<file path="src/rtl/core_readout_sequencer.sv">
// Reads one core column of pixel regions after a trigger: walks the token chain,
// strobes Read per hit, and frames header / data / trailer words into an output FIFO.
module core_readout_sequencer #(
    parameter int DATA_W     = 16,
    parameter int TRIG_W     = 5,
    parameter int TOK_SETTLE = 2,
    parameter int MAX_HITS   = 64,
    parameter int FIFO_DEPTH = 4
) (
    input  logic                Clk,
    input  logic                Reset,
    input  logic                ReqValid,
    input  logic [TRIG_W-1:0]   ReqTrigId,
    output logic                ReqReady,
    output logic [TRIG_W-1:0]   TrigIdReq,
    output logic                TokToRegions,
    input  logic                TokFromRegions,
    output logic                Read,
    input  logic [DATA_W-1:0]   DataFromRegions,
    output logic                OutValid,
    output logic [DATA_W+1:0]   OutData,
    input  logic                OutReady
);
    localparam int AW = $clog2(FIFO_DEPTH);
    localparam int CW = AW + 1;
    localparam int SW = $clog2(TOK_SETTLE + 1);
    localparam int OW = DATA_W + 2;
    localparam logic [CW-1:0] DEPTH_C = CW'(FIFO_DEPTH);
    localparam logic [7:0]    MAX_CNT = 8'(MAX_HITS);
    localparam logic [1:0]    T_HDR   = 2'b01;
    localparam logic [1:0]    T_DAT   = 2'b10;
    localparam logic [1:0]    T_TRL   = 2'b11;

    typedef enum logic [2:0] {
        S_IDLE, S_HDR, S_SETTLE, S_CHECK, S_CAPT, S_TRL
    } state_t;

    state_t            state, state_n;
    logic [TRIG_W-1:0] trig_q;
    logic              tok_q;
    logic              trunc_q;
    logic [7:0]        hit_cnt;
    logic [SW-1:0]     settle_cnt;

    logic              latch_req, tok_set, tok_clr, settle_load, hit_inc, trunc_set;
    logic              push, pop, full, empty;
    logic [OW-1:0]     push_word;

    logic [FIFO_DEPTH-1:0][OW-1:0] mem;
    logic [AW-1:0]     wr_ptr, rd_ptr;
    logic [CW-1:0]     count;
    logic [CW-1:0]     free;

    assign TrigIdReq    = trig_q;
    assign TokToRegions = tok_q;

    // ---------------- sequencer ----------------
    always_ff @(posedge Clk or negedge Reset) begin
        if (!Reset) begin
            state      <= S_IDLE;
            trig_q     <= '0;
            tok_q      <= 1'b0;
            trunc_q    <= 1'b0;
            hit_cnt    <= '0;
            settle_cnt <= '0;
        end else begin
            state <= state_n;
            if (latch_req) begin
                trig_q  <= ReqTrigId;
                hit_cnt <= '0;
                trunc_q <= 1'b0;
            end
            if (tok_set)      tok_q <= 1'b1;
            else if (tok_clr) tok_q <= 1'b0;
            if (settle_load)             settle_cnt <= SW'(TOK_SETTLE);
            else if (state == S_SETTLE)  settle_cnt <= settle_cnt - SW'(1);
            if (hit_inc && hit_cnt != MAX_CNT) hit_cnt <= hit_cnt + 8'd1;
            if (trunc_set) trunc_q <= 1'b1;
        end
    end

    always_comb begin
        state_n     = state;
        ReqReady    = 1'b0;
        Read        = 1'b0;
        push        = 1'b0;
        push_word   = '0;
        latch_req   = 1'b0;
        tok_set     = 1'b0;
        tok_clr     = 1'b0;
        settle_load = 1'b0;
        hit_inc     = 1'b0;
        trunc_set   = 1'b0;
        unique case (state)
            S_IDLE: begin
                ReqReady = 1'b1;
                if (ReqValid) begin
                    latch_req = 1'b1;
                    state_n   = S_HDR;
                end
            end
            S_HDR: begin
                if (!full) begin
                    push        = 1'b1;
                    push_word   = {T_HDR, {(DATA_W-TRIG_W){1'b0}}, trig_q};
                    tok_set     = 1'b1;
                    settle_load = 1'b1;
                    state_n     = S_SETTLE;
                end
            end
            S_SETTLE: begin
                if (settle_cnt <= SW'(1)) state_n = S_CHECK;
            end
            S_CHECK: begin
                // One FIFO slot is always held back so the trailer can never be blocked.
                if (TokFromRegions) begin
                    state_n = S_TRL;
                end else if (hit_cnt == MAX_CNT) begin
                    trunc_set = 1'b1;
                    state_n   = S_TRL;
                end else if (free >= CW'(2)) begin
                    Read    = 1'b1;
                    state_n = S_CAPT;
                end
            end
            S_CAPT: begin
                push        = 1'b1;
                push_word   = {T_DAT, DataFromRegions};
                hit_inc     = 1'b1;
                settle_load = 1'b1;
                state_n     = S_SETTLE;
            end
            S_TRL: begin
                if (!full) begin
                    push      = 1'b1;
                    push_word = {T_TRL, trunc_q, {(DATA_W-9){1'b0}}, hit_cnt};
                    tok_clr   = 1'b1;
                    state_n   = S_IDLE;
                end
            end
            default: state_n = S_IDLE;
        endcase
    end

    // ---------------- output FIFO ----------------
    assign full     = (count == DEPTH_C);
    assign empty    = (count == '0);
    assign free     = DEPTH_C - count;
    assign pop      = !empty && OutReady;
    assign OutValid = !empty;
    assign OutData  = empty ? '0 : mem[rd_ptr];

    always_ff @(posedge Clk or negedge Reset) begin
        if (!Reset) begin
            wr_ptr <= '0;
            rd_ptr <= '0;
            count  <= '0;
        end else begin
            if (push) wr_ptr <= wr_ptr + AW'(1);
            if (pop)  rd_ptr <= rd_ptr + AW'(1);
            unique case ({push, pop})
                2'b10:   count <= count + CW'(1);
                2'b01:   count <= count - CW'(1);
                default: count <= count;
            endcase
        end
    end

    // Storage is not reset; stale entries are masked by the pointers and OutValid.
    always_ff @(posedge Clk) begin
        if (push) mem[wr_ptr] <= push_word;
    end

    a_no_push_full: assert property (@(posedge Clk) disable iff (!Reset) !(push && full && !pop));

endmodule

</file>
<file path="config.mk">
export PLATFORM = sky130hd
export DESIGN_NAME = core_readout_sequencer
export DESIGN_NICKNAME = d
export VERILOG_FILES = /design/src/rtl/core_readout_sequencer.sv
export SDC_FILE = /design/constraint.sdc
export NUM_CORES = 1
export LEC_CHECK = 0
export ABC_AREA = 1
export CAP_MARGIN = 40
export CELL_PAD_IN_SITES_DETAIL_PLACEMENT = 0
export CELL_PAD_IN_SITES_GLOBAL_PLACEMENT = 1
export CORE_MARGIN = 2
export CORE_UTILIZATION = 47
export CTS_CLUSTER_SIZE = 10
export DETAILED_ROUTE_END_ITERATION = 7
export PLACE_DENSITY = 0.95
export SLEW_MARGIN = 0
export SYNTH_ARGS = -nofsm -noshare
export SYNTH_HDL_FRONTEND = slang
export SYNTH_SLANG_ARGS = --single-unit
export TNS_END_PERCENT = 100
</file>
<file path="constraint.sdc">
create_clock -name Clk -period 7.7 [get_ports Clk]
set_input_delay 2.31 -clock Clk [delete_from_list [all_inputs] [get_ports Clk]]
set_output_delay 2.31 -clock Clk [all_outputs]
set_load 0.01 [all_outputs]
</file>
==> metrics <==
Critical Path Source Type=input pin; initial antenna violation count=0; Yosys reg bits=99; Die X=102 um; Final Slew Violations=0; hold slack final=481 ps; core box area=9240 um^2; cell family with most CP delay=buffers and inverters; DRC=0; Final nets=540; Post-synth ARST share=0.273; worst-margin pin slew=822 ps; crit-path max FO=3; maximum vdd drop=0.193 mV; Detailed Route WL=9.24 mm; Initial DRC Count=241; number of synthesized flops with an enable pin=72; Rows=35; status=complete, no violations; YS warnings=0; RSZ-0062 raised after global routing=no; met1 usage=0.242; Clk network pwr share=0.145; cell area after synthesis=4480 um^2; Gate power share=0.459; hold-fix buffers at CTS=0; Setup TNS=0 ps; biggest area consumer among synthesized cells=edfxtp_1; Final Critical Period=5940 ps; wire length of the first global-routing pass=15.0 mm; fmax=168 MHz; Switching Share=0.389; Reg power frac=0.397; CTS max path bufs=2; initial core utilization=0.485; Clock Skew=12.4 ps; P_sw=820 uW; share of cells above drive strength 1=0.0573; period utilisation layout=0.772; vias in the first global route=3162; Setup crit end kind=output pin; WP data required=5390 ps; max_slew headroom=0.452; busiest grt layer=met2; Seq/Total Area, Yosys=0.633; Ports=53; antenna diode count=0; worst skew pair latency=350 ps; CP max stage delay=590 ps; final hold vios=0; Overall Global Routing Usage=0.190; Area growth syn-to-layout=19.8%; Inserted Clock Buffers=9; Area contributors post-synth=edfxtp_1 (48%), dfrtp_1 (15%), nor2_1 (8.2%), o21ai_0 (5.9%), nand2_1 (4.9%); met3 usage=0.0345; global route overflow=0; Crit Path Class=in2out; Int Power=1290 uW; Leak Pwr=0.00216 uW; ys flop type=edfxtp_1; Worst path most repeated cell=clkdlybuf4s50_1; Avg Synthesized Cell Area=10.1 um^2; Final Wtd Congestion=0.859; final setup fails=0; Worst Hold Class=reg2reg; clock root buffer=clkbuf_8; Clock Pin Slew Worst Setup and Hold Paths=100 ps; Bufs and invs on worst path=2; Worst path slowest cell=clkdlybuf4s50_1; met2 usage=0.331; die height=102 um; PostCTS Resize Cnt=0; die area=10300 um^2; Post-Synthesis Cells=444; CTS tree=yes; synth unique cells=28; CP cell instances=clkdlybuf4s50_1 > nor4_1 > clkdlybuf4s50_1; number of port buffers=52; Synth top area share=0.482; syn nets=483; Post-CTS Repair Setup Buffers=0; dpl hpwl=5.98 mm; First-pass DRT Iterations=5; max-cap viol count=0; CTS H-tree depth=3; vias=3206; power density cells=393 nW/um^2; clock sink count=99; Arrival @ worst endpoint=3630 ps; drt wl/cell=14.5 um; largest net degree at the start of global routing=38; Via density=5.05; Routed Antenna Nets=0
## layer usage
metal	vias to the layer above	part of all wire	wire, um
li1	1593	-	-
met1	1533	0.43	4000
met2	71	0.51	4700
met3	9	0.050	461
met4	0	0.0087	80
met5	-	0	0
## final timing paths
check,from,endpoint,slack (ps),depth (start not counted)
max,TokFromRegions,Read,1760,3
min,count[0]$_DFFE_PN0P_,count[0]$_DFFE_PN0P_,480,1
max reg2reg,count[0]$_DFFE_PN0P_,count[2]$_DFFE_PN0P_,5060,13
min reg2reg,count[0]$_DFFE_PN0P_,count[0]$_DFFE_PN0P_,480,1
max in group asynchronous,Reset,TokToRegions$_DFFE_PN0N_,5090,2
min in group asynchronous,Reset,hit_cnt[4]$_DFFE_PN0P_,2320,2
## placed cells by master (no fill, tap or decap), drive strengths merged, types with 5 or more instances in the layout
cell type,netlist,final
nand2,62,62
buf,8,8
inv,43,46
clkbuf,6,9
a21oi,20,20
dfrtp,27,27
ha,12,12
edfxtp,72,72
xor2,5,5
nor2,99,99
clkinv,2,5
o21ai,54,54
clkdlybuf4s50,0,52
nand3,16,16
## power by group through the flow
stage | Combinational (uW) | Clock, uW | Sequential [uW]
after CTS | 961 | 310 | 836
final | 968 | 305 | 837
after global placement | 917 | 0 | 841
after detailed placement | 958 | 0 | 847
after global routing | 1090 | 335 | 853
after floorplan | 574 | 0 | 823
## per-stage QoR
| stage | instance area (um^2) | setup slack (ps) | std cells | power (uW) | utilization |
|---|---|---|---|---|---|
| after floorplan | 4480 | 2640 | 444 | 1400 | - |
| after global placement | 5150 | 1790 | 617 | 1760 | 0.557 |
| after detailed placement | 5160 | 1750 | 618 | 1800 | 0.559 |
| after CTS | 5340 | 1730 | 634 | 2110 | 0.578 |
| after global routing | 5370 | 1670 | 635 | 2280 | 0.581 |
| final | 5370 | 1760 | 635 | 2110 | 0.581 |
## layout make-up
class	count	area (um^2)
clock inverters	7	58.8
clock buffers	9	124
fillers	796	3870
flip-flops and latches	99	2840
well taps	129	161
repair buffers	60	608
inverters	45	169
multi-input cells	286	1410
## Yosys cell counts (4+ instances only)
library cell and number:
nor2_1 98, edfxtp_1 72, nand2_1 59, o21ai_0 53, inv_1 43, dfrtp_1 27, a21oi_1 20, nand3_1 15
ha_1 12, buf_2 8, clkbuf_1 6, xor2_1 5, a22oi_1 4
## logic make-up after synthesis
logic type               after synthesis  synth area share
AO/OA/AOI/OAI                         82            0.0955
flip-flops                            99             0.633
AND/OR/NAND/NOR                      184             0.168
buffers and inverters                 59            0.0516
XOR/XNOR                               7            0.0137
adder cells (fa/ha/maj)               13            0.0380
## sequential cells by signal, summed over array words and instances, names as in the netlist
register,count
state,3
mem,72
rd_ptr,2
trunc_q,1
count,3
wr_ptr,2
TokToRegions,1
settle_cnt,2
hit_cnt,8
TrigIdReq,5
(Power assumes the default switching activity.)
